===== config.mk =====
export PLATFORM = sky130hd
export DESIGN_NAME = obi_apb_bridge_multi
export DESIGN_NICKNAME = d
export VERILOG_FILES = /design/src/rtl/obi_apb_bridge_multi.sv
export SDC_FILE = /design/constraint.sdc
export NUM_CORES = 1
export LEC_CHECK = 0
export BUFFER_PORTS_ARGS = -buffer_cell sky130_fd_sc_hd__buf_2
export CAP_MARGIN = 20
export CELL_PAD_IN_SITES_DETAIL_PLACEMENT = 1
export CELL_PAD_IN_SITES_GLOBAL_PLACEMENT = 1
export CORE_UTILIZATION = 28
export DETAILED_ROUTE_END_ITERATION = 8
export PLACE_DENSITY_LB_ADDON = 0.2
export SLEW_MARGIN = 10
export SYNTH_ARGS = -nofsm -noshare
export SYNTH_HDL_FRONTEND = slang
export SYNTH_SLANG_ARGS = --single-unit

===== constraint.sdc =====
create_clock -name clk -period 1.9 [get_ports clk]
set_input_delay 0.38 -clock clk [delete_from_list [all_inputs] [get_ports clk]]
set_output_delay 0.38 -clock clk [all_outputs]
set_load 0.01 [all_outputs]

===== src/rtl/obi_apb_bridge_multi.sv =====
// OBI subordinate to APB4 requestor bridge with NUM_SUB address windows.
// One transfer in flight; decode misses, PSLVERR and PREADY timeouts return as OBI errors.
module obi_apb_bridge_multi #(
   parameter int unsigned          ADDR_WIDTH     = 32,
   parameter int unsigned          DATA_WIDTH     = 32,
   parameter int unsigned          ID_WIDTH       = 1,
   parameter int unsigned          NUM_SUB        = 2,
   parameter int unsigned          SUB_ADDR_WIDTH = 8,
   parameter logic [ADDR_WIDTH-1:0] BASE_ADDR     = '0,
   parameter int unsigned          TIMEOUT_CYCLES = 16
) (
   input  logic                          clk,
   input  logic                          rst,
   input  logic                          obi_req_i,
   output logic                          obi_gnt_o,
   input  logic [ADDR_WIDTH-1:0]         obi_addr_i,
   input  logic                          obi_we_i,
   input  logic [DATA_WIDTH/8-1:0]       obi_be_i,
   input  logic [DATA_WIDTH-1:0]         obi_wdata_i,
   input  logic [ID_WIDTH-1:0]           obi_aid_i,
   output logic                          obi_rvalid_o,
   input  logic                          obi_rready_i,
   output logic [DATA_WIDTH-1:0]         obi_rdata_o,
   output logic [ID_WIDTH-1:0]           obi_rid_o,
   output logic                          obi_err_o,
   output logic [NUM_SUB-1:0]            apb_psel_o,
   output logic                          apb_penable_o,
   output logic                          apb_pwrite_o,
   output logic [2:0]                    apb_pprot_o,
   output logic [SUB_ADDR_WIDTH-1:0]     apb_paddr_o,
   output logic [DATA_WIDTH-1:0]         apb_pwdata_o,
   output logic [DATA_WIDTH/8-1:0]       apb_pstrb_o,
   input  logic [NUM_SUB-1:0]            apb_pready_i,
   input  logic [NUM_SUB*DATA_WIDTH-1:0] apb_prdata_i,
   input  logic [NUM_SUB-1:0]            apb_pslverr_i
);

   localparam int unsigned STRB_W = DATA_WIDTH / 8;
   localparam int unsigned IDX_W  = (NUM_SUB > 1) ? $clog2(NUM_SUB) : 1;
   localparam int unsigned CNT_W  = (TIMEOUT_CYCLES > 0) ? $clog2(TIMEOUT_CYCLES + 1) : 1;
   localparam logic [ADDR_WIDTH:0] WIN_END = (ADDR_WIDTH + 1)'(NUM_SUB) << SUB_ADDR_WIDTH;

   typedef enum logic [1:0] {IDLE, SETUP, ACCESS, RESP} state_e;

   state_e                    state_q, state_d;
   logic [IDX_W-1:0]          idx_q, idx_d;
   logic [CNT_W-1:0]          cnt_q, cnt_d;
   logic [NUM_SUB-1:0]        psel_q, psel_d;
   logic                      penable_q, penable_d;
   logic                      pwrite_q, pwrite_d;
   logic [SUB_ADDR_WIDTH-1:0] paddr_q, paddr_d;
   logic [DATA_WIDTH-1:0]     pwdata_q, pwdata_d;
   logic [STRB_W-1:0]         pstrb_q, pstrb_d;
   logic                      rvalid_q, rvalid_d;
   logic [DATA_WIDTH-1:0]     rdata_q, rdata_d;
   logic [ID_WIDTH-1:0]       rid_q, rid_d;
   logic                      err_q, err_d;

   logic [ADDR_WIDTH-1:0]     offset;
   logic                      miss;
   logic [CNT_W:0]            cnt_inc;
   logic                      timeout;
   logic                      sel_ready;
   logic                      sel_err;
   logic [DATA_WIDTH-1:0]     sel_rdata;

   // The grant is the only combinational output; reset masks it directly.
   assign obi_gnt_o = (state_q == IDLE) && obi_req_i && !rst;

   // NOTE: every signal written here gets a default first so no path leaves it unassigned (no latches).
   always_comb begin
      state_d   = state_q;
      idx_d     = idx_q;
      cnt_d     = cnt_q;
      psel_d    = psel_q;
      penable_d = penable_q;
      pwrite_d  = pwrite_q;
      paddr_d   = paddr_q;
      pwdata_d  = pwdata_q;
      pstrb_d   = pstrb_q;
      rvalid_d  = rvalid_q;
      rdata_d   = rdata_q;
      rid_d     = rid_q;
      err_d     = err_q;

      offset    = obi_addr_i - BASE_ADDR;
      miss      = {1'b0, offset} >= WIN_END;
      cnt_inc   = {1'b0, cnt_q} + (CNT_W + 1)'(1);
      timeout   = (TIMEOUT_CYCLES != 0) && (cnt_inc >= (CNT_W + 1)'(TIMEOUT_CYCLES));
      sel_ready = apb_pready_i[idx_q];
      sel_err   = apb_pslverr_i[idx_q];
      sel_rdata = apb_prdata_i[int'(idx_q) * DATA_WIDTH +: DATA_WIDTH];

      unique case (state_q)
         IDLE: begin
            if (obi_gnt_o) begin
               pwrite_d = obi_we_i;
               paddr_d  = offset[SUB_ADDR_WIDTH-1:0];
               pwdata_d = obi_wdata_i;
               pstrb_d  = obi_we_i ? obi_be_i : '0;
               rid_d    = obi_aid_i;
               idx_d    = IDX_W'(offset >> SUB_ADDR_WIDTH);
               if (miss) begin
                  state_d  = RESP;
                  rvalid_d = 1'b1;
                  rdata_d  = '0;
                  err_d    = 1'b1;
               end else begin
                  state_d = SETUP;
                  psel_d  = NUM_SUB'(1) << IDX_W'(offset >> SUB_ADDR_WIDTH);
                  cnt_d   = '0;
               end
            end
         end
         SETUP: begin
            state_d   = ACCESS;
            penable_d = 1'b1;
         end
         ACCESS: begin
            if (sel_ready || timeout) begin
               state_d   = RESP;
               psel_d    = '0;
               penable_d = 1'b0;
               rvalid_d  = 1'b1;
               rdata_d   = (sel_ready && !pwrite_q) ? sel_rdata : '0;
               err_d     = sel_ready ? sel_err : 1'b1;
            end else if (!cnt_inc[CNT_W]) begin
               cnt_d = cnt_inc[CNT_W-1:0];
            end
         end
         RESP: begin
            if (obi_rready_i) begin
               state_d  = IDLE;
               rvalid_d = 1'b0;
            end
         end
         default: state_d = IDLE;
      endcase
   end

   // NOTE: sequential state uses non-blocking assignments so every flop samples pre-edge values.
   always_ff @(posedge clk) begin
      if (rst) begin
         state_q   <= IDLE;
         idx_q     <= '0;
         cnt_q     <= '0;
         psel_q    <= '0;
         penable_q <= 1'b0;
         pwrite_q  <= 1'b0;
         paddr_q   <= '0;
         pwdata_q  <= '0;
         pstrb_q   <= '0;
         rvalid_q  <= 1'b0;
         rdata_q   <= '0;
         rid_q     <= '0;
         err_q     <= 1'b0;
      end else begin
         state_q   <= state_d;
         idx_q     <= idx_d;
         cnt_q     <= cnt_d;
         psel_q    <= psel_d;
         penable_q <= penable_d;
         pwrite_q  <= pwrite_d;
         paddr_q   <= paddr_d;
         pwdata_q  <= pwdata_d;
         pstrb_q   <= pstrb_d;
         rvalid_q  <= rvalid_d;
         rdata_q   <= rdata_d;
         rid_q     <= rid_d;
         err_q     <= err_d;
      end
   end

   assign obi_rvalid_o  = rvalid_q;
   assign obi_rdata_o   = rdata_q;
   assign obi_rid_o     = rid_q;
   assign obi_err_o     = err_q;
   assign apb_psel_o    = psel_q;
   assign apb_penable_o = penable_q;
   assign apb_pwrite_o  = pwrite_q;
   assign apb_pprot_o   = 3'b000;
   assign apb_paddr_o   = paddr_q;
   assign apb_pwdata_o  = pwdata_q;
   assign apb_pstrb_o   = pstrb_q;

endmodule


# Word level (Yosys, flattened, before mapping)
# Index checks and enable logic that the tools add are counted.
[totals]
reg_bits = 91
inputBits = 142
word_cells = 80
[op_classes]
add_sub_neg = 1
n_lt_le_gt_ge = 3
eq_ne = 10
shifts = 2
mux = 34
n_reduce_logical = 17
[ops]
columns = ["cell", "n"]
rows = [
  ["$mux 32", 4],
  ["$pmux 32 s2", 1],
  ["$shiftx 64x7->32", 1],
  ["$ge 32x10->1 const B", 1],
  ["$mux 5", 4],
  ["$mux 2", 7],
  ["$ne 2x2->1 const B", 7],
  ["$mux 1", 11],
  ["$pmux 5 s2", 1],
  ["$reduce_and 5->1", 2],
  ["$pmux 2 s4", 1],
  ["$reduce_and 4->1", 2],
  ["$add 5x1->6 const B", 1],
  ["$ge 6x5->1 const B", 1],
  ["$eq 2x2->1 const B", 2],
  ["$mux 4", 1],
  ["$pmux 1 s2", 2],
  ["$pmux 2 s2", 1],
  ["$reduce_and 2->1", 2],
  ["$reduce_bool 2->1", 2],
  ["$logic_and 1x1->1", 3],
  ["$pmux 1 s3", 1],
  ["$reduce_and 3->1", 1],
  ["$reduce_bool 3->1", 1],
  ["other kinds (6)", 7],
]

# Depth between registers and ports, before layout
# Gate-level depths: netlist of run 1.
[logic_depth]
word_depth = 6
mapped_depth = 9
ltp_nobuf = 7

# Least setup slack after synthesis of run 1
# No wires, ideal clock.
[synth_path]
kind = "register to register"
startpoint = "register state_q[0]"
endpoint = "register rdata_q[10], in the netlist obi_rdata_o[10]"
setup_ns = 0.072
t_arrival_ns = 2.015
t_required_ns = 1.828
slack_ns = -0.187
stages_incl_launch_ff = 10
path_cell_list = "dfxtp_1 > inv_1 > ha_1 > clkbuf_8 > nand2_1 > nor2_1 > o21ai_0 > a211oi_2 > buf_4 > mux2i_1"
[synth_via]
elab_chain_len = 5
elab_cells_between_ends = 10
[synth_rtl]
columns = ["element", "line", "source"]
rows = [
  ["start, declared", "45", "state_e state_q, state_d;"],
  ["start signal, assigned", "158", "state_q <= state_d;"],
  ["$logic_not 2->1", "68", "assign obi_gnt_o = (state_q == IDLE) && obi_req_i && !rst;"],
  ["$logic_and 1x1->1 (2 in a row)", "68", ""],
  ["via obi_gnt_o", "15", "output logic obi_gnt_o,"],
  ["$ne 2x2->1 (no line)", "--", ""],
  ["$reduce_and 4->1 (no line)", "--", ""],
  ["end signal, assigned", "168", "rdata_q <= rdata_d;"],
  ["end, declared", "55", "logic [DATA_WIDTH-1:0] rdata_q, rdata_d;"],
]
# The timed path passes the listed nets, and every way through them passes these cells.
# A chain may end at the register's enable or synchronous reset.

# Worst setup path after layout of run 1
[layout_path]
startpoint = "register state_q[0]"
endpoint = "output port obi_gnt_o"
[layout_via]
elab_chain_len = 3
[layout_rtl]
columns = ["element", "line"]
rows = [
  ["$logic_not 2->1", "68"],
  ["$logic_and 1x1->1 (2 in a row)", "68"],
  ["end, declared", "15"],
]
# Every way passes these cells.

==> reports/qor.yml, run 1 <==
setup_clock_skew_after_layout_ps: 9.17
end_point_of_the_worst_hold_path: "obi_rid_o"
detail_route.wl_per_cell_um: 15.5
setup.worst_path.start_class: "flip-flop"
timing_hold_violations_final: 0
clock.fmax_ghz: 0.548
hp-class: "in -> reg"
yosys_most_used_dff: "sky130_fd_sc_hd__dfxtp_1"
setup_violations: 0
cpPeakStageDelay_ps: 350
drcViolationCount: 0
grt_start_max_net_pins: 48
min_path_cells: 3
timing.setup.critical_path_class: "reg -> out"
vias_per_cell: 4.72
worst-endpoint-required_ps: 1520
number_of_global_route_vias_before_repair: 4285
timing.critical_path.slowest_stage_cell: "sky130_fd_sc_hd__dfxtp_1"
ys_top_cells_by_area: "sky130_fd_sc_hd__dfxtp_1, sky130_fd_sc_hd__nand2_1, sky130_fd_sc_hd__mux2_2"
cpMostUsedCell: "sky130_fd_sc_hd__buf_4"
postLayoutSetupSlackWorst_ps: 73.7
maxCapViolations: 0
nets: 871
die_width_um: 124
asyncSetResetFlopFracSynth: 0
critPathCaptureType: "output pin"
placement.io_buffers: 225
cts_made_buffers: 9
synth.distinct_cells: 48
final.min_clock_period_ps: 1830
die_height_um: 124
min_from: "obi_aid_i"
drt_first_pass_iters: 5
cts.clk_slew.worst_paths_ps: 70
num_io_pins: 229
crit-reg2reg-launch: "cnt_q[0]"
cp_cell_sequence: "inv_2, ha_4, nand2_2, nor2_2, buf_4, buf_4, buf_2"
setup.reg_to_reg.worst_slack_ps: 80
yosysWarnings: 0
layout-area-overhead-vs-synth_pct: 48.1
number_of_max_slew_violations_in_the_final_report: 0
syn-cell-area_sq_um: 4150
leakagePower_nw: 2.78
peak_ir_drop_on_the_vdd_network_mv: 0.458
cts_root_buf: "sky130_fd_sc_hd__clkbuf_16"
finalWeightedCongestion: 0.802
post_synth_edffs: 0
worst_ep_arrival_time_ps: 1450
fp-row-count: 44
detail-route-antenna-nets: 0
cts_tree: "yes"
post_route_cells_drive_above_1_share: 0.461
finalCritPeriodShare: 0.961
preCtsSetupSlack_ps: -182
worst-r2r-cell-count: 8
globalRouteTotalUtil: 0.181
grt_remaining_overflow: 0
power-per-cell-area_nw_per_um2: 1160
synth.top_cell.area_share: 0.439
finish.utilization: 0.424
design.die.area_sq_um: 15300
synth_top_area_cell: "sky130_fd_sc_hd__dfxtp_1"
synthesis.area_per_instance_sq_um: 8.56
post_route_worst_hold_slack_ps: 267
fp.coreArea_sq_um: 14500
drt_first_iter_violations: 117
share_of_the_yosys_chip_area_belonging_to_registers: 0.439
status: "finished, final reports clean"
dpl.hpwl_um: 10200
drt_wl_total_um: 14100
timing.max_slew.rel_slack: 0.655
insertion_delay_ps: 350
synth-seq-cells: 91
sinks_on_the_clock_net: 91
cp_max_fo: 3
vias: 4311
grt_first_pass_wirelength_um: 21000
clockBufferDepth: 2
timing.rr.end: "obi_rdata_o[4]"
clock_tree.htree_level_count: 3
grt_antenna_before_repair: 2
start_util: 0.286
synth_cells: 484
tightest_slew_ps: 517
## cell usage in the layout, fill, tap and decap left out, types with 3 or more instances in the layout
master	netlist	layout
sky130_fd_sc_hd__nor2_1	6	4
sky130_fd_sc_hd__nor3_1	3	3
sky130_fd_sc_hd__buf_12	0	3
sky130_fd_sc_hd__nor4_4	1	3
sky130_fd_sc_hd__nand2_1	165	163
sky130_fd_sc_hd__buf_6	0	4
sky130_fd_sc_hd__o21ai_0	6	5
sky130_fd_sc_hd__a21oi_1	50	50
sky130_fd_sc_hd__nand3_1	7	7
sky130_fd_sc_hd__conb_1	1	3
sky130_fd_sc_hd__nor4_1	3	3
sky130_fd_sc_hd__mux2_2	32	32
sky130_fd_sc_hd__buf_2	1	225
sky130_fd_sc_hd__clkbuf_16	0	10
sky130_fd_sc_hd__inv_1	7	5
sky130_fd_sc_hd__mux2i_1	33	32
sky130_fd_sc_hd__dfxtp_1	91	89
sky130_fd_sc_hd__o311a_1	3	3
sky130_fd_sc_hd__buf_4	7	27
## cell usage after synthesis, types with 2 or more instances
cell type / count
sky130_fd_sc_hd__a32o_1: 2
sky130_fd_sc_hd__mux2_2: 32
sky130_fd_sc_hd__o21ai_0: 6
sky130_fd_sc_hd__nand2_1: 165
sky130_fd_sc_hd__nor3_1: 3
sky130_fd_sc_hd__o211ai_1: 2
sky130_fd_sc_hd__mux2i_1: 33
sky130_fd_sc_hd__nand4b_1: 2
sky130_fd_sc_hd__clkbuf_8: 2
sky130_fd_sc_hd__o311a_1: 3
sky130_fd_sc_hd__nor4_1: 3
sky130_fd_sc_hd__dfxtp_1: 91
sky130_fd_sc_hd__nor2_1: 6
sky130_fd_sc_hd__a21oi_1: 50
sky130_fd_sc_hd__buf_1: 3
sky130_fd_sc_hd__o41ai_1: 2
sky130_fd_sc_hd__clkbuf_1: 21
sky130_fd_sc_hd__o31ai_1: 2
sky130_fd_sc_hd__nor4_2: 2
sky130_fd_sc_hd__a31oi_1: 2
sky130_fd_sc_hd__nand2b_1: 2
sky130_fd_sc_hd__and2_1: 2
sky130_fd_sc_hd__ha_1: 5
sky130_fd_sc_hd__buf_4: 7
sky130_fd_sc_hd__nand3_1: 7
sky130_fd_sc_hd__inv_1: 7
## cell type report
cell class	instances	area, sq um
Antenna cell	1	2.50
Inverter	7	26.3
Sequential cell	91	1820
Tap cell	184	230
Clock inverter	6	88.8
Multi-Input combinational cell	353	2220
Clock buffer	10	229
Fill cell	1782	8340
Timing Repair Buffer	262	1510
## worst max-delay path by stage
stage,to,start,slack (ps),cells past startpoint
floorplan,apb_psel_o[1],obi_addr_i[31],-50,5
finish,obi_gnt_o,state_q[0],70,7
CTS,obi_rdata_o[11],state_q[0],1,10
global route,obi_rdata_o[4],state_q[1],-1,10
global placement,apb_psel_o[1],obi_addr_i[29],-140,6
detailed placement,apb_psel_o[1],obi_addr_i[29],-180,6
## metrics by stage
| step | instance area [sq um] | std cells | TNS (ps) | power (mW) |
|---|---|---|---|---|
| finish | 6140 | 914 | 0 | 7.14 |
| global route | 6140 | 913 | -1.39 | 7.57 |
| CTS | 6070 | 910 | 0 | 7.22 |
| global placement | 5620 | 887 | -2520 | 4.73 |
| floorplan | 4190 | 486 | -1470 | 3.92 |
| detailed placement | 5620 | 887 | -3710 | 4.80 |
## flip-flops by register name, indices dropped and copies added (netlist names)
register / flops
state_q: 2
obi_rdata_o: 32
apb_pstrb_o: 4
obi_rvalid_o: 1
obi_err_o: 1
cnt_q: 5
obi_rid_o: 1
apb_psel_o: 2
apb_pwrite_o: 1
idx_q: 1
apb_pwdata_o: 32
apb_penable_o: 1
apb_paddr_o: 8
## metal layers
layer / routed length (um) / GRT usage / vias up
li1: - / - / 2120
met1: 5820 / 0.210 / 2010
met2: 6790 / 0.309 / 163
met3: 1320 / 0.0577 / 16
met4: 188 / 0.0648 / 2
met5: 13 / 0 / -
## worst max-delay path: cells and delay by family (launching register included)
kind | cells | cell delay [ps]
buffers and inverters | 4 | 450
flip-flops | 1 | 350
AND/OR/NAND/NOR | 2 | 140
adder cells (fa/ha/maj) | 1 | 160
## report_power, final
group | internal (mW) | switching (mW)
Combinational | 1.39 | 1.53
Sequential | 2.15 | 0.124
Clock | 1.16 | 0.794
Total | 4.69 | 2.45
## cells by family after synthesis
logic type / count (synthesis) / synth area share
simple gates: 200 / 0.209
flops: 91 / 0.439
compound gates: 80 / 0.118
mux: 65 / 0.167
buf+inv: 42 / 0.0504
fa+ha+maj: 5 / 0.0151
other cells: 1 / 0.000905
## timing repair
item                       4_1_cts  5_1_grt
buffers inserted                 5        3
pin swaps                        3        3
setup endpoints to repair       20       36
gates resized for setup         15        8
hold buffers                     0        0
cloned                           2        1
Power figures use the tool's default switching activity.
==> run 2: changes to the inputs <==
- CORE_ASPECT_RATIO: unset -> 0.6
- SLEW_MARGIN: 10 -> unset
==> reports/qor.yml, run 2 (synthesis results as in run 1) <==
post_route_cells_drive_above_1_share: 0.455  # -0.00549
vias_per_cell: 4.59  # -2.8%
setup_clock_skew_after_layout_ps: 8.22  # -0.949 ps
setup_violations: 0  # unchanged
cp.buffers_inverters: 1  # -3
leakagePower_nw: 2.80  # +0.55%
peak_ir_drop_on_the_vdd_network_mv: 0.436  # -4.8%
nets: 871  # unchanged
hp-class: "in -> reg"
rsz0062_at_grt: "no"
fin_cells: 927  # +1.4%
drt_first_iter_violations: 136  # +16%
cts_made_buffers: 9  # unchanged
die_height_um: 96.2  # -22%
drcViolationCount: 0  # unchanged
cp_top_delay_family: "simple AND/OR/NAND/NOR gates"
timing_hold_violations_final: 0  # unchanged
start_util: 0.287  # +0.000297
cts.clk_slew.worst_paths_ps: 70  # about the same
insertedDiodeCount: 0  # -1
fp.coreArea_sq_um: 14500  # -0.10%
maxCapViolations: 0  # unchanged
drt_first_pass_iters: 4  # -1
clock_tree.htree_level_count: 3  # unchanged
grt_antenna_before_repair: 0  # -2
detail_route.wl_per_cell_um: 15.0  # -3.2%
placement.io_buffers: 225  # unchanged
most-common-layout-cells: "sky130_fd_sc_hd__buf_2, sky130_fd_sc_hd__nand2_1, sky130_fd_sc_hd__dfxtp_1, sky130_fd_sc_hd__a21oi_1, sky130_fd_sc_hd__mux2i_1"
die_width_um: 159  # +29%
timing.setup.critical_path_class: "in -> reg"
number_of_global_route_vias_before_repair: 4296  # +0.26%
count_of_placed_standard_cells_including_taps: 906  # +2.1%
timing.critical_path.slowest_stage_cell: "sky130_fd_sc_hd__or4_4"
status: "finished, final reports clean"
vias: 4251  # -1.4%
layout.cells.most_common: "sky130_fd_sc_hd__buf_2"
design.die.area_sq_um: 15300  # about the same
grt_start_max_net_pins: 47  # -2.1%
drt_wl_total_um: 13900  # -1.8%
clock.fmax_ghz: 0.545  # -0.42%
clockBufferDepth: 2  # unchanged
cts_root_buf: "sky130_fd_sc_hd__clkbuf_16"
worst_ep_arrival_time_ps: 2110  # +660 ps
sinks_on_the_clock_net: 91  # unchanged
grt_first_pass_wirelength_um: 21400  # +1.8%
cpPeakStageDelay_ps: 550  # +200 ps
finalWeightedCongestion: 0.820  # +2.2%
cp_max_fo: 4  # +1
worst-endpoint-required_ps: 2170  # +650 ps
dpl.hpwl_um: 10500  # +2.4%
grt_remaining_overflow: 0  # unchanged
report.power.total_mw: 7.20  # +0.87%
critPathCaptureType: "flip-flop"
power-per-cell-area_nw_per_um2: 1170  # +0.36%
number_of_max_slew_violations_in_the_final_report: 0  # unchanged
layout-area-overhead-vs-synth_pct: 48.8
cp_cell_sequence: "buf_2, nor4_4, nand4_2, or4_4, or4b_4, o21ai_2"
num_io_pins: 229  # unchanged
insertion_delay_ps: 340  # about the same
cts_tree: "yes"
detail-route-antenna-nets: 0  # unchanged
final.min_clock_period_ps: 1830  # +7.71 ps
finalCritPeriodShare: 0.965  # +0.00406
globalRouteTotalUtil: 0.175  # -0.00602
holdBufCountCts: 0  # unchanged
setup.worst_path.start_class: "primary input"
fp-row-count: 34  # -23%
[run 2: changes by cell type in the layout (fill, tap and decap cells not counted), moves of 2 or more]
cell / delta
sky130_fd_sc_hd__buf_6: -2
sky130_fd_sc_hd__buf_12: +2
sky130_fd_sc_hd__buf_16: -2
sky130_fd_sc_hd__clkbuf_16: +2
[run 2: final cells by class]
type	count	area, sq um
sequential	91	1820
fill	1793	8290
inverter	7	26.3
clock buffer	11	243
multi-input combinational	353	2220
tap	198	248
clock inverter	5	85.1
timing repair buffer	262	1530
[run 2: per-stage QoR]
stage	setup TNS [ps]	hold slack [ps]	util	area [sq um]	setup WS (ps)
finish	0	274	0.427	6170	66.0
global route	0	270	0.427	6170	14.5
CTS	0	259	0.417	6030	5.03
detailed placement	-4670	446	0.393	5680	-297
global placement	-3620	438	0.393	5680	-272
floorplan	-1470	460	-	4190	-48.7
[run 2: power by group]
part	leakage (nW)	internal, mW	switching (mW)
Sequential	0.742	2.15	0.123
Combinational	1.90	1.45	1.52
Clock	0.156	1.20	0.762
Total	2.80	4.80	2.41
[run 2: routing by layer]
| metal | vias to the layer above | wire length (um) | global-route usage |
|---|---|---|---|
| li1 | 2107 | - | - |
| met1 | 2037 | 6460 | 0.217 |
| met2 | 98 | 6750 | 0.308 |
| met3 | 9 | 546 | 0.0409 |
| met4 | 0 | 112 | 0.0425 |
| met5 | - | 0 | 0 |
[run 2: path summary, 6_finish.rpt]
| check | from | to | slack [ps] | cells after the start |
|---|---|---|---|---|
| setup / recovery | obi_addr_i[20] | apb_psel_o[1] | 70 | 6 |
| hold / removal | obi_wdata_i[23] | apb_pwdata_o[23] | 270 | 3 |
| setup reg to reg | state_q[0] | apb_psel_o[1] | 80 | 6 |
| hold reg to reg | apb_pwdata_o[8] | apb_pwdata_o[8] | 450 | 2 |
[run 2: repair_timing]
item	CTS	global route
cloned	0	4
pin swaps	1	2
buffers inserted	1	0
setup endpoints to repair	24	35
resized for setup	1	14
[run 2: worst min-delay path, delay by kind of cell]
family / cells / cell delay [ps]
buffers and inverters: 1 / 90
and+or+nand+nor: 1 / 40
AOI/OAI and AO/OA: 1 / 50
